### src/rtl/add_mul_sub_pkg.sv
// Shared types for the sequential add/sub/mul unit.
//   op_e    : operation encoding presented on the 'operation' port
//   state_e : control FSM states of add_mul_sub_seq
package add_mul_sub_pkg;

  typedef enum logic [1:0] {
    OP_NOP = 2'b00,
    OP_ADD = 2'b01,
    OP_SUB = 2'b10,
    OP_MUL = 2'b11
  } op_e;

  typedef enum logic [1:0] {
    S_IDLE,
    S_MUL,
    S_DONE
  } state_e;

endpackage

### src/rtl/add_mul_sub_mul_step.sv
// One combinational shift-add multiply step.
//   acc        in   2*WIDTH+1  running accumulator (extra top bit holds the add carry)
//   mplier     in   WIDTH      remaining multiplier bits, LSB examined this step
//   mcand      in   WIDTH      multiplicand
//   acc_nxt    out  2*WIDTH+1  accumulator after optional add and right shift
//   mplier_nxt out  WIDTH      multiplier shifted right by one
module add_mul_sub_mul_step #(
  parameter int unsigned WIDTH = 4
) (
  input  logic [2*WIDTH:0]   acc,
  input  logic [WIDTH-1:0]   mplier,
  input  logic [WIDTH-1:0]   mcand,
  output logic [2*WIDTH:0]   acc_nxt,
  output logic [WIDTH-1:0]   mplier_nxt
);

  logic [2*WIDTH:0] addend;
  logic [2*WIDTH:0] sum;

  // Multiplicand enters the upper half; after WIDTH right shifts each partial
  // product lands at its proper weight.
  assign addend     = mplier[0] ? {1'b0, mcand, {WIDTH{1'b0}}} : '0;
  assign sum        = acc + addend;
  assign acc_nxt    = sum >> 1;
  assign mplier_nxt = mplier >> 1;

endmodule

### src/rtl/add_mul_sub_seq.sv
// Handshaked add/sub/mul unit. Operands are captured on accept; add, sub and
// NOP complete in one cycle, unsigned multiply iterates WIDTH shift-add steps.
// The result is held until the consumer takes it.
//   clk        in   1        rising-edge clock
//   rst        in   1        asynchronous active-high reset
//   a, b       in   WIDTH    unsigned operands
//   operation  in   2        00 NOP, 01 add, 10 sub (a-b), 11 mul
//   in_valid   in   1        request present
//   in_ready   out  1        unit idle and able to accept
//   Result     out  2*WIDTH  result, stable while out_valid
//   out_valid  out  1        Result valid
//   out_ready  in   1        consumer takes Result
//   busy       out  1        unit not idle
module add_mul_sub_seq
  import add_mul_sub_pkg::*;
#(
  parameter int unsigned WIDTH = 4
) (
  input  logic                 clk,
  input  logic                 rst,
  input  logic [WIDTH-1:0]     a,
  input  logic [WIDTH-1:0]     b,
  input  logic [1:0]           operation,
  input  logic                 in_valid,
  output logic                 in_ready,
  output logic [2*WIDTH-1:0]   Result,
  output logic                 out_valid,
  input  logic                 out_ready,
  output logic                 busy
);

  localparam int unsigned R  = 2 * WIDTH;
  localparam int unsigned CW = $clog2(WIDTH);

  state_e           state, state_nxt;
  logic [CW-1:0]    cnt;
  logic [R:0]       acc;
  logic [WIDTH-1:0] mplier;
  logic [WIDTH-1:0] mcand;
  logic [R:0]       acc_nxt;
  logic [WIDTH-1:0] mplier_nxt;
  logic             accept;
  op_e              op_in;
  logic [R-1:0]     a_ext, b_ext;

  assign op_in     = op_e'(operation);
  assign in_ready  = (state == S_IDLE);
  assign out_valid = (state == S_DONE);
  assign busy      = (state != S_IDLE);
  assign accept    = in_valid & in_ready;
  assign a_ext     = {{WIDTH{1'b0}}, a};
  assign b_ext     = {{WIDTH{1'b0}}, b};

  add_mul_sub_mul_step #(
    .WIDTH (WIDTH)
  ) u_mul_step (
    .acc        (acc),
    .mplier     (mplier),
    .mcand      (mcand),
    .acc_nxt    (acc_nxt),
    .mplier_nxt (mplier_nxt)
  );

  always_ff @(posedge clk or posedge rst) begin
    if (rst) begin
      state <= S_IDLE;
    end else begin
      state <= state_nxt;
    end
  end

  always_comb begin
    state_nxt = state;
    unique case (state)
      S_IDLE: begin
        if (accept) begin
          state_nxt = (op_in == OP_MUL) ? S_MUL : S_DONE;
        end
      end
      S_MUL: begin
        if (cnt == '0) begin
          state_nxt = S_DONE;
        end
      end
      S_DONE: begin
        if (out_ready) begin
          state_nxt = S_IDLE;
        end
      end
      default: state_nxt = S_IDLE;
    endcase
  end

  // Result is only written when an answer is ready: on accept for add/sub/NOP,
  // on the last step for mul. While multiplying it keeps its old value, which
  // is harmless because out_valid is low.
  always_ff @(posedge clk or posedge rst) begin
    if (rst) begin
      cnt    <= '0;
      acc    <= '0;
      mplier <= '0;
      mcand  <= '0;
      Result <= '0;
    end else begin
      unique case (state)
        S_IDLE: begin
          if (accept) begin
            mcand  <= a;
            mplier <= b;
            acc    <= '0;
            cnt    <= CW'(WIDTH - 1);
            unique case (op_in)
              OP_ADD:  Result <= a_ext + b_ext;
              OP_SUB:  Result <= a_ext - b_ext;
              OP_MUL:  Result <= Result;
              default: Result <= '0;
            endcase
          end
        end
        S_MUL: begin
          acc    <= acc_nxt;
          mplier <= mplier_nxt;
          cnt    <= cnt - CW'(1);
          if (cnt == '0) begin
            Result <= acc_nxt[R-1:0];
          end
        end
        default: begin
        end
      endcase
    end
  end

endmodule

### config.mk
export PLATFORM = sky130hd
export DESIGN_NAME = add_mul_sub_seq
export DESIGN_NICKNAME = d
export VERILOG_FILES = /design/src/rtl/add_mul_sub_pkg.sv /design/src/rtl/add_mul_sub_mul_step.sv /design/src/rtl/add_mul_sub_seq.sv
export SDC_FILE = /design/constraint.sdc
export NUM_CORES = 1
export LEC_CHECK = 0
export BUFFER_PORTS_ARGS = -buffer_cell sky130_fd_sc_hd__buf_2
export CAP_MARGIN = 20
export CORE_MARGIN = 2
export CORE_UTILIZATION = 30
export DETAILED_ROUTE_END_ITERATION = 10
export SYNTH_ARGS = -nofsm -noshare
export SYNTH_HDL_FRONTEND = slang
export SYNTH_SLANG_ARGS = --single-unit
### constraint.sdc
create_clock -name clk -period 1.69 [get_ports clk]
set_clock_uncertainty 0.2 [all_clocks]
set_input_delay 0.2535 -clock clk [delete_from_list [all_inputs] [get_ports clk]]
set_output_delay 0.2535 -clock clk [all_outputs]
set_load 0.03 [all_outputs]
Word level (Yosys, flattened, before mapping)
Index checks and enable logic that the tools add are counted.

Register bits: 29. Input port bits: 14. Output and inout port bits: 11. Logic and storage cells: 44.

$add $sub $neg: 4. Equality and inequality tests: 9. Mux-type cells: 16. Bitwise gates (word level): 1. Reductions and logical operators: 8.

Operator list (count): 2-to-1 mux 8 bit (3); case mux 8 bit (3 select lines) (1); case mux 9 bit (2 select lines) (1); case mux 8 bit (2 select lines) (1); 2-to-1 mux 2 bit (5); adder 9 bit (1); 2-to-1 mux 9 bit (1); case mux 4 bit (2 select lines) (1); == test 2 bit, second input constant (3); case mux 2 bit (3 select lines) (1); adder 4 x 4 -> 5 bit (1); subtractor 4 x 4 -> 5 bit (1); == test 2 x 1 -> 1 bit, second input constant (2); logical NOT 2 bit (2); 2-to-1 mux 4 bit (1); != test 2 x 1 -> 1 bit, second input constant (2); != test 2 bit, second input constant (2); case mux 2 bit (2 select lines) (1); AND reduction 2 bit (2); AND reduction 4 bit (1); nonzero test 2 bit (2); AND reduction 3 bit (1); subtractor 2 x 1 -> 2 bit, second input constant (1); bitwise AND 1 bit (1).

Depth between registers and ports, before layout
Gate-level depths: netlist of the first run.

Word-level depth: 4. Depth in mapped cells: 9. Gate-level depth less buffers: 9.

By module
A second synthesis of the first run with hierarchy kept.

Cells, all modules: 186. Area, all modules: 1844.3 um2.

By module, submodules not included: add_mul_sub_seq (instances 1, cells an instance 155, area an instance 1607.8 um2, sequential area each 725.7 um2); add_mul_sub_mul_step (instances 1, cells an instance 31, area an instance 236.5 um2, sequential area each 0.0 um2).

Worst setup path after synthesis of the first run
Ideal clock, no wire load.

Path kind: register -> register. From: reg state[0]. To: reg mcand[0]. Library setup time: 0.125 ns. Data arrival time: 1.577 ns. Required time: 1.365 ns. Slack: -0.211 ns. Cell stages (with the launch flop): 5. Path buffers: 0. Clock period less this slack: 1.901 ns. Path through: dfrtp_1 or2_2 inv_1 and2_2 mux2_2.

Cells in the longest elaborated chain, start to end: 3.

RTL lines: start, declared (line add_mul_sub_seq.sv:35) `state_e state, state_nxt;`; start signal, assigned (line add_mul_sub_seq.sv:68) `state <= state_nxt;`; logical NOT 2 bit (*) (line add_mul_sub_seq.sv:47) `assign in_ready = (state == S_IDLE);`; net in_ready (line add_mul_sub_seq.sv:25) `output logic in_ready,`; bitwise AND 1 bit (line add_mul_sub_seq.sv:50) `assign accept = in_valid & in_ready;`; AND reduction 2 bit (no source line) (*); end signal, assigned (line add_mul_sub_seq.sv:102) `mcand <= '0;`; end signal, assigned (line add_mul_sub_seq.sv:108) `mcand <= a;`; end, declared (line add_mul_sub_seq.sv:39) `logic [WIDTH-1:0] mcand;`.

Mark *: on every way through the listed nets, which the timed path passes. The rest lies on a longest branch. A chain may end at the register's enable or synchronous reset.

Worst setup path after layout of the first run
From: reg mplier[0]. To: reg Result[7].

Cells in the longest elaborated chain, start to end: 4.

RTL lines: start, declared (line add_mul_sub_seq.sv:38) `logic [WIDTH-1:0] mplier;`; start signal, assigned (line add_mul_sub_seq.sv:122) `mplier <= mplier_nxt;`; 2-to-1 mux 8 bit (line add_mul_sub_mul_step.sv:22) `assign addend = mplier[0] ? {1'b0, mcand, {WIDTH{1'b0}}} : '0;`; adder 9 bit (line add_mul_sub_mul_step.sv:23) `assign sum = acc + addend;`; 2-to-1 mux 8 bit (line add_mul_sub_seq.sv:124) `if (cnt == '0) begin`; case mux 8 bit (2 select lines) (line add_mul_sub_seq.sv:105) `unique case (state)`; end signal, assigned (line add_mul_sub_seq.sv:113) `OP_ADD: Result <= a_ext + b_ext;`; end signal, assigned (line add_mul_sub_seq.sv:114) `OP_SUB: Result <= a_ext - b_ext;`; end signal, assigned (line add_mul_sub_seq.sv:125) `Result <= acc_nxt[R-1:0];`; end, declared (line add_mul_sub_seq.sv:26) `output logic [2*WIDTH-1:0] Result,`.

Every way passes these cells. The select of a mux whose other input is x is not followed.

==> flow_summary_export.csv, run 1 <==
group,metric,value,unit
outcome,status,"finished, violations left",
outcome,violations,"negative setup slack",
global_routing,grt_pass1_vias,1346,
detailed_routing,wl,3790,µm
sta,hold_viol,0,
clock_tree,cts.sinks,27,
critical_path,arrival,1.86,ns
global_routing,grt_pass1_wl,6510,µm
sta,rsz0062_at_grt,"true",
clock_tree,htreeDepth,1,
placed_design,dp_hpwl,2990,µm
critical_path,rrSetupSlack,-0.17,ns
sta,worstMarginPinSlew,0.494,ns
yosys,ys_seq_elements,27,
clock_tree,cts_buffers,3,
critical_path,crit_required,1.70,ns
sta,setup_viol,8,
sta,setup_ws,-0.167,ns
yosys,ys_warn_count,0,
yosys,synth-seq-area-share,39.8,%
power,clkPwrFrac,10.8,%
floorplanning,die_h,79.2,µm
clock_tree,tritoncts,"yes",
detailed_routing,firstDrtPassIters,4,
global_routing,antenna_found_initial,0,
yosys,ys_types,36,
critical_path,critPathKind,"flip-flop to flip-flop",
finish,layout.nets,263,
placed_design,io_buffers,24,
power,powerDensity,1520,nW/µm²
floorplanning,start_util,31.0,%
global_routing,grt_usage,13.3,%
sta,final.setup.tns,-0.918,ns
yosys,synth_top_area_share,39.8,%
sta,relSlewSlack,67.0,%
clock_tree,insertion_delay,0.27,ns
finish,areaGrowthSynthToFinish,35.7,%
sta,report.final.slew_viol_count,0,
power,p_switching,1.48,mW
detailed_routing,ant_nets,0,
finish,final_cells,301,
critical_path,endpoint_kind,"flip-flop",
finish,fin_util,42.1,%
placed_design,place_inst,294,
yosys,synth_flop_cell,"dfrtp_1",
power,p_comb_share,56.9,%
placed_design,gp_congestion,0.786,
power,p_int,2.02,mW
clock_tree,cts.clk_slew.worst_paths,0.10,ns
critical_path,cp_max_fo,3,
run,maxCapViolCount,0,
floorplanning,ioPinCount,25,
detailed_routing,drc_errors,0,
critical_path,reg2reg_to,"Result[7]",
critical_path,start_kind,"flip-flop",
yosys,synth_area_leaders,"dfrtp_1 (40%), ha_1 (12%), a21oi_1 (4.7%)",
power,max-vdd-ir-drop,705,µV
yosys,postSynthCellCount,176,
finish,diodes,0,
critical_path,endpoint,"Result[7]",
power,seq_power_share,32.3,%
floorplanning,dieArea,6280,µm²
detailed_routing,drt_iter0_drc,64,
critical_path,crit_start,"mplier[0]",
clock_tree,cts_root_buf,"clkbuf_8",
detailed_routing,vias,1381,
sta,min_period,1.86,ns
placed_design,dpl-instance-area,2110,µm²
detailed_routing,vias_per_cell,4.59,
power,power,3.50,mW
placed_design,dp_slack,-0.331,ns
detailed_routing,wl_per_cell,12.6,µm
global_routing,grt_max_degree,28,
sta,period_share,110,%
yosys,syn_area,1700,µm²
clock_tree,clockBufferDepth,2,
floorplanning,core,5470,µm²
critical_path,r2r-start,"mplier[0]",
floorplanning,die_w,79.2,µm
critical_path,r2r_cells,9,
finish,fillers,572,
min_path,min_from,"out_ready",
finish,drive_gt1_share,42.4,%
sta,hold_ws,0.0366,ns
yosys,synth_edf_count,0,
finish,fin_area,2300,µm²
power,sw_frac_of_total,42.4,%
global_routing,grt-ovfl-total,0,
min_path,hold_path_class,"primary input to flip-flop",
yosys,syn_area_per_cell,9.65,µm²
yosys,syn-num-nets,209,
yosys,yosysTopAreaCell,"dfrtp_1",
floorplanning,rows,27,
sta,max_freq,538,MHz
yosys,ys_async_sr_fraction,100,%
power,p_leak,1.12,nW
critical path, stage by stage, from the launching register on:
cell and delay (ns):
dfrtp_1 0.40, and2_4 0.17, ha_4 0.13, inv_2 0.03
fa_2 0.35, nor2b_4 0.13, o21ai_2 0.07, a21oi_2 0.15
nor2_1 0.06, a21oi_1 0.11
what timing repair did:
action | CTS | global route
endpoints found under the setup margin | 16 | 19
buffers inserted | 1 | 1
hold buffers | 1 | 0
pin swaps | 6 | 7
gates resized for setup | 17 | 9
hold endpoints to repair | 27 | 0
cells in the mapped netlist (2+ instances only):
cell	n
a21oi_1	16
a21o_1	6
nor3b_1	2
a221oi_1	2
nor2b_1	7
xnor2_1	2
fa_1	3
nand2_1	11
inv_1	20
nor2_1	16
ha_1	16
buf_2	3
o21ai_0	7
a31oi_1	2
a22o_1	4
o21bai_1	2
a22oi_1	4
nand2b_1	2
mux2_2	5
dfrtp_1	27
and2_1	4
flip-flops by register name (all words and copies together) (netlist names):
signal / count
Result: 8
state: 2
mplier: 4
mcand: 4
cnt: 2
acc: 7
cell families (layout without fill, tap and decap cells):
| group | count (synthesis) | in the layout | synth area share, % |
|---|---|---|---|
| buffers and inverters | 25 | 78 | 6.41 |
| AOI/OAI and AO/OA | 48 | 48 | 19.2 |
| and+or+nand+nor | 48 | 48 | 13.8 |
| DFF | 27 | 27 | 39.8 |
| xor gates and xnor gates | 3 | 3 | 1.55 |
| muxes | 6 | 6 | 3.91 |
| adders and majority gates | 19 | 19 | 15.3 |
cells in the final DEF, fill, tap and decap left out, types with 5 or more instances in the layout:
cell type and n:
inv_1 14, o21ai_0 5, dfrtp_1 26, buf_2 22, ha_1 12, nor2_1 16
inv_2 5, nand2_1 10, buf_4 28, a21o_1 6, mux2_2 5, a21oi_1 13
cell type report:
type	instances	area [µm²]	share of cell area, %
Timing Repair Buffer	54	364	15.8
Multi-Input combinational cell	124	1050	45.4
Sequential cell	27	677	29.4
Tap cell	72	90.1	3.91
Inverter	20	77.6	3.37
Clock buffer	3	41.3	1.79
Clock inverter	1	7.51	0.326
metal layers:
layer | part of all wire (%) | global-route usage (%) | up-vias
li1 | - | - | 701
met1 | 51 | 19.1 | 646
met2 | 45 | 21.2 | 32
met3 | 3.0 | 2.39 | 2
met4 | 0.61 | 2.59 | 0
met5 | 0 | 0 | -
worst min-delay path by stage:
stage / end / slack [ns] / cells past startpoint
final: state[1] / 0.04 / 3
after global routing: state[1] / 0.04 / 3
after CTS: state[1] / 0.03 / 3
after detailed placement: Result[6] / 0.14 / 3
after global placement: Result[6] / 0.14 / 3
after floorplan: Result[0] / 0.11 / 1
power groups by stage:
stage	clock (mW)	combinational, mW	sequential (mW)
after floorplan	0	1.02	1.27
after global placement	0	1.77	1.11
after detailed placement	0	1.77	1.12
after CTS	0.392	1.92	1.13
after global routing	0.423	2.18	1.17
final	0.376	1.99	1.13
No activity file was read; power rests on OpenSTA's default activity.
==> run 2: changes to the inputs <==
--- a/config.mk
+++ b/config.mk
@@ -7,9 +7,13 @@
 export LEC_CHECK = 0
 export BUFFER_PORTS_ARGS = -buffer_cell sky130_fd_sc_hd__buf_2
 export CAP_MARGIN = 20
+export CELL_PAD_IN_SITES_DETAIL_PLACEMENT = 0
+export CELL_PAD_IN_SITES_GLOBAL_PLACEMENT = 1
 export CORE_MARGIN = 2
 export CORE_UTILIZATION = 30
 export DETAILED_ROUTE_END_ITERATION = 10
+export PLACE_DENSITY_LB_ADDON = 0.1
+export REMOVE_ABC_BUFFERS = 1
 export SYNTH_ARGS = -nofsm -noshare
 export SYNTH_HDL_FRONTEND = slang
 export SYNTH_SLANG_ARGS = --single-unit
==> run 2 against run 1 <==
  * The run still ends with negative setup slack left
  * Critical endpoint unchanged
  * Highest routed layer unchanged
  * Wire length rose by 17%
  * Combinational power up 9%
  * Sequential power about the same
  * Count of clock-buffer cells in the layout rose by 1
  * Final cell count rose by 3.3%
==> flow_summary_export.csv, run 2 (synthesis results as in run 1) <==
group,metric,value,unit
global_routing,grt_pass1_wl,7270,µm
power,p_comb_share,59.0,%
sta,report.final.slew_viol_count,0,
floorplanning,ioPinCount,25,
detailed_routing,vias,1419,
finish,mostFrequentLayoutCell,"buf_4",
finish,drive_gt1_share,45.2,%
sta,hold_viol,0,
detailed_routing,drt_iter0_drc,30,
critical_path,crit_required,1.69,ns
clock_tree,clockBufferDepth,2,
floorplanning,die_w,79.2,µm
global_routing,grt_max_degree,28,
finish,largest_reg_flops,8,
sta,setup_ws,-0.212,ns
critical_path,arrival,1.90,ns
finish,fin_area,2440,µm²
finish,ff_latch_area,677,µm²
sta,worstMarginPinSlew,0.558,ns
clock_tree,cts.clk_slew.worst_paths,0.10,ns
placed_design,dpl-instance-area,2110,µm²
finish,diodes,0,
outcome,violations,"negative setup slack",
power,max-vdd-ir-drop,1150,µV
detailed_routing,vias_per_cell,4.56,
finish,multi_input_area,1070,µm²
power,clkPwrFrac,10.2,%
power,p_int,2.13,mW
finish,areaGrowthSynthToFinish,43.6,%
floorplanning,core,5470,µm²
finish,layout.nets,273,
sta,relSlewSlack,62.7,%
finish,regMostFlops,"Result",
placed_design,dp_hpwl,3370,µm
critical_path,endpoint_kind,"flip-flop",
sta,min_period,1.90,ns
power,p_leak,1.19,nW
placed_design,io_buffers,24,
placed_design,gp_congestion,0.770,
detailed_routing,wl_per_cell,14.3,µm
sta,rsz0062_at_grt,"true",
clock_tree,cts_root_buf,"clkbuf_8",
floorplanning,dieArea,6280,µm²
detailed_routing,firstDrtPassIters,4,
clock_tree,cts.sinks,27,
detailed_routing,wl,4440,µm
power,seq_power_share,30.8,%
global_routing,grt_usage,14.8,%
min_path,hold_path_class,"primary input to flip-flop",
finish,reg.largest.list,"Result x8, acc x7",
global_routing,grt_pass1_vias,1586,
outcome,status,"finished, violations left",
sta,period_share,113,%
clock_tree,insertion_delay,0.27,ns
clock_tree,cts_buffers,3,
power,p_switching,1.54,mW
global_routing,antenna_found_initial,0,
finish,layout_common_cells,"buf_4 (34), dfrtp_1 (26), buf_2 (20)",
power,powerDensity,1500,nW/µm²
sta,max_freq,526,MHz
critical_path,cp_max_fo,2,
power,power,3.67,mW
floorplanning,die_h,79.2,µm
detailed_routing,ant_nets,0,
run,maxCapViolCount,0,
critical_path,critPathKind,"flip-flop to flip-flop",
detailed_routing,drc_errors,0,
clock_tree,htreeDepth,1,
power,sw_frac_of_total,42.0,%
floorplanning,rows,27,
finish,fillers,565,
global_routing,grt-ovfl-total,0,
critical_path,start_kind,"flip-flop",
clock_tree,tritoncts,"yes",
sta,setup_viol,9,
floorplanning,start_util,31.0,%
run 2: routing by layer:
metal  vias up  GRT usage [%]  part of all wire (%)  wire (µm)
met1       671           18.6                    46       2060
li1        725              -                     -          -
met2        21           26.9                    51       2250
met3         2           2.39                   2.5        112
met5         -              0                     0          0
met4         0           2.59                  0.56         25
run 2: final timing paths:
kind / start / end / slack [ns] / cells after the start
setup / recovery: mplier[0] / Result[7] / -0.21 / 9
hold / removal: out_ready / state[1] / 0.05 / 3
setup reg to reg: mplier[0] / Result[7] / -0.21 / 9
hold reg to reg: acc[7] / acc[7] / 0.30 / 1
max in group asynchronous: rst / state[1] / 0.62 / 4
min in group asynchronous: rst / state[0] / 0.39 / 4
run 2: final cells by class:
cell class,instances,area share [%]
multi-input combinational,124,44.0
clock buffer,4,1.85
inverter,20,3.39
timing repair buffer,64,19.3
tap,72,3.69
sequential,27,27.8
run 2: critical path: stages, from the launching register on:
cell     delay [ns]
dfrtp_1        0.38
and2_4         0.16
ha_4           0.13
inv_2          0.03
fa_2           0.33
nor2b_2        0.15
o21ai_2        0.07
a21oi_2        0.17
nor2_1         0.06
a21oi_1        0.14
run 2: what timing repair did:
action | 4_1_cts | 5_1_grt
hold endpoints to repair | 27 | 0
hold buffers | 1 | 0
setup endpoints to repair | 24 | 19
buffers inserted | 5 | 3
cloned | 0 | 0
pin swaps | 15 | 19
resized for setup | 29 | 30
run 2: power by group through the flow:
| stage | sequential [mW] | combinational, mW | clock, mW |
|---|---|---|---|
| 2_1_floorplan | 1.31 | 0.874 | 0 |
| 5_1_grt | 1.17 | 2.36 | 0.416 |
| 6_report | 1.13 | 2.16 | 0.373 |
| 4_1_cts | 1.12 | 2.06 | 0.392 |
| 3_5_place_dp | 1.11 | 1.79 | 0 |
| 3_3_place_gp | 1.10 | 1.75 | 0 |
run 2: stage by stage:
stage	util, %	setup WS [ns]	setup TNS [ns]	hold WS (ns)	instances
after floorplan	-	-0.332	-2.16	0.106	171
after global placement	38.5	-0.380	-2.99	0.142	298
after detailed placement	38.5	-0.466	-4.02	0.148	298
after CTS	42.1	-0.212	-1.05	0.0424	308
after global routing	44.6	-0.275	-1.61	0.0590	311
final	44.6	-0.212	-1.03	0.0458	311
==> run 3: changes to the inputs <==
--- a/config.mk
+++ b/config.mk
@@ -5,13 +5,13 @@
 export SDC_FILE = /design/constraint.sdc
 export NUM_CORES = 1
 export LEC_CHECK = 0
-export BUFFER_PORTS_ARGS = -buffer_cell sky130_fd_sc_hd__buf_2
 export CAP_MARGIN = 20
 export CELL_PAD_IN_SITES_DETAIL_PLACEMENT = 0
 export CELL_PAD_IN_SITES_GLOBAL_PLACEMENT = 1
-export CORE_MARGIN = 2
+export CORE_MARGIN = 5
 export CORE_UTILIZATION = 30
 export DETAILED_ROUTE_END_ITERATION = 10
+export DONT_BUFFER_PORTS = 1
 export PLACE_DENSITY_LB_ADDON = 0.1
 export REMOVE_ABC_BUFFERS = 1
 export SYNTH_ARGS = -nofsm -noshare
==> run 3 against run 2 <==
  * The flow still finishes with violations (negative setup slack)
  * Flip-flop and latch count did not move
  * First-iteration DRC count rose by 43%
  * Worst setup slack improved by 0.021 ns
  * Maximum frequency rose by 1.1%
  * Power fell by 9.7%
  * Sequential power rose by 17%
  * Cell area fell by 12%
  * Utilization fell by 5.6 points
  * Die area rose by 16%
  * Non-clock buffer count fell by 30
==> flow_summary_export.csv, run 3 (synthesis results as in run 1) <==
group,metric,value,unit
outcome,status,"finished, violations left",
outcome,violations,"negative setup slack",
min_path,hold_depth,3,
detailed_routing,drt_iter0_drc,43,
sta,final.setup.tns,-1.11,ns
critical_path,r2r_cells,9,
critical_path,critPathKind,"flip-flop to flip-flop",
global_routing,busiest_layer,"met2",
finish,layout_common_cells,"dfrtp_1 (27), buf_4 (26), inv_1 (19)",
placed_design,dp_slack,-0.323,ns
clock_tree,tritoncts,"yes",
global_routing,grt_util_met1,16.8,%
floorplanning,start_util,30.8,%
sta,report.final.slew_viol_count,0,
global_routing,antenna_found_initial,0,
min_path,hold_path_class,"primary input to flip-flop",
critical_path,endpoint_kind,"flip-flop",
sta,period_share,111,%
clock_tree,insertion_delay,0.29,ns
detailed_routing,wl,4400,µm
detailed_routing,ant_nets,0,
critical_path,rrSetupSlack,-0.19,ns
sta,relSlewSlack,75.3,%
global_routing,grt-ovfl-total,0,
global_routing,grt_use_met2,20.3,%
global_routing,grt_usage,12.6,%
global_routing,grt_max_degree,17,
floorplanning,core,5510,µm²
placed_design,io_buffers,0,
floorplanning,ioPinCount,25,
placed_design,gp_congestion,0.792,
placed_design,dp_hpwl,3390,µm
clock_tree,cts.clk_slew.worst_paths,0.11,ns
sta,max_freq,532,MHz
finish,reg.largest.list,"Result x8, acc x7",
min_path,whs_endpoint,"state[0]",
min_path,min_from,"in_valid",
finish,regMostFlops,"Result",
global_routing,grt_pass1_vias,1434,
clock_tree,htreeDepth,1,
finish,layout.nets,243,
finish,fin_area,2150,µm²
finish,mostFrequentLayoutCell,"dfrtp_1",
finish,drive_gt1_share,25.8,%
sta,rsz0062_at_grt,"true",
power,powerDensity,1540,nW/µm²
critical_path,crit_path_max_incr_delay,0.39,ns
floorplanning,dieArea,7260,µm²
placed_design,dpl-instance-area,1950,µm²
detailed_routing,vias_per_cell,4.86,
sta,min_period,1.88,ns
power,max-vdd-ir-drop,756,µV
floorplanning,rows,27,
clock_tree,post_cts_buffers,0,
critical_path,start_kind,"flip-flop",
clock_tree,clockBufferDepth,2,
critical_path,cp_max_fo,5,
finish,largest_reg_flops,8,
sta,setup_ws,-0.191,ns
global_routing,grt_use_met3,2.91,%
detailed_routing,vias,1365,
finish,diodes,0,
clock_tree,cts_root_buf,"clkbuf_8",
sta,hold_ws,0.00585,ns
sta,worstMarginPinSlew,0.369,ns
critical_path,crit_required,1.71,ns
sta,setup_viol,12,
critical_path,arrival,1.90,ns
sta,hold_viol,0,
clock_tree,cts_buffers,3,
floorplanning,die_w,85.2,µm
critical_path,reg2reg_to,"Result[6]",
detailed_routing,wl_per_cell,15.7,µm
floorplanning,die_h,85.2,µm
global_routing,grt_pass1_wl,7220,µm
critical_path,crit_chain,"buf_4, nand2_4, inv_1, ha_1, a21o_1, a21oi_2, xnor2_1, nand2_1, a31oi_1",
critical_path,crit_slowest_cell,"dfrtp_1",
finish,areaGrowthSynthToFinish,26.4,%
critical_path,r2r-start,"mplier[0]",
detailed_routing,firstDrtPassIters,4,
clock_tree,cts.sinks,27,
detailed_routing,drc_errors,0,
power,p_leak,1.04,nW
run,maxCapViolCount,0,
==> run 3: cell types whose count changed in the layout (fill, tap and decap cells not counted), moves of 2 or more <==
cell | previous run | this run
and2_1 | 2 | 4
and2_4 | 3 | 0
buf_2 | 20 | 0
buf_4 | 34 | 26
buf_6 | 8 | 0
dlygate4sd3_1 | 1 | 8
fa_1 | 0 | 2
fa_2 | 3 | 1
ha_1 | 10 | 14
ha_4 | 6 | 1
inv_1 | 15 | 19
inv_4 | 3 | 0
nor2b_1 | 4 | 6
==> run 3: cell type report <==
| type | count | area [µm²] |
|---|---|---|
| Sequential cell | 27 | 676 |
| Clock buffer | 3 | 41.3 |
| Tap cell | 72 | 90.1 |
| Clock inverter | 1 | 7.51 |
| Timing Repair Buffer | 34 | 275 |
| Fill cell | 559 | 3360 |
| Multi-Input combinational cell | 124 | 981 |
| Inverter | 20 | 75.1 |
==> run 3: metrics by stage <==
step,utilization (%),std cells,total power [mW]
2_1_floorplan,-,171,2.19
3_3_place_gp,35.4,269,2.78
3_5_place_dp,35.4,269,2.80
4_1_cts,38.0,281,3.26
5_1_grt,39.0,281,3.54
6_report,39.0,281,3.31
==> run 3: worst max path at each step <==
stage              start        end  slack, ns  depth (start not counted)
6_report       mplier[0]  Result[6]      -0.19                          9
5_1_grt        mplier[0]  Result[7]      -0.30                          9
4_1_cts        mplier[0]     acc[7]      -0.22                          8
3_5_place_dp        a[0]  Result[6]      -0.32                          9
3_3_place_gp        a[0]  Result[6]      -0.31                          9
2_1_floorplan   state[0]   mcand[0]      -0.33                          4
==> run 3: layer usage <==
| layer | share of wire, % | vias up |
|---|---|---|
| met4 | 1.7 | 0 |
| met3 | 4.4 | 8 |
| met2 | 46 | 33 |
| li1 | - | 668 |
| met1 | 48 | 656 |
| met5 | 0 | - |
==> run 3: what timing repair did <==
action | 4_1_cts | 5_1_grt
endpoints found under the hold margin | 34 | 0
endpoints found under the setup margin | 16 | 19
gates resized for setup | 5 | 12
pin swaps | 3 | 4
hold buffers | 8 | 0
==> run 3: where the power goes <==
| group | switching, mW | total, mW | internal, mW |
|---|---|---|---|
| Sequential | 0.396 | 1.32 | 0.924 |
| Clock | 0.239 | 0.407 | 0.168 |
| Combinational | 0.827 | 1.58 | 0.757 |
| Total | 1.46 | 3.31 | 1.85 |
==> run 3: worst max-delay path, delay by kind of cell, from the launching register on <==
kind / cells / cell delay, ns
flip-flops: 1 / 0.39
AND/OR/NAND/NOR: 2 / 0.17
adder cells (fa/ha/maj): 1 / 0.26
buffers and inverters: 2 / 0.20
XOR/XNOR: 1 / 0.13
AO/OA/AOI/OAI: 3 / 0.46
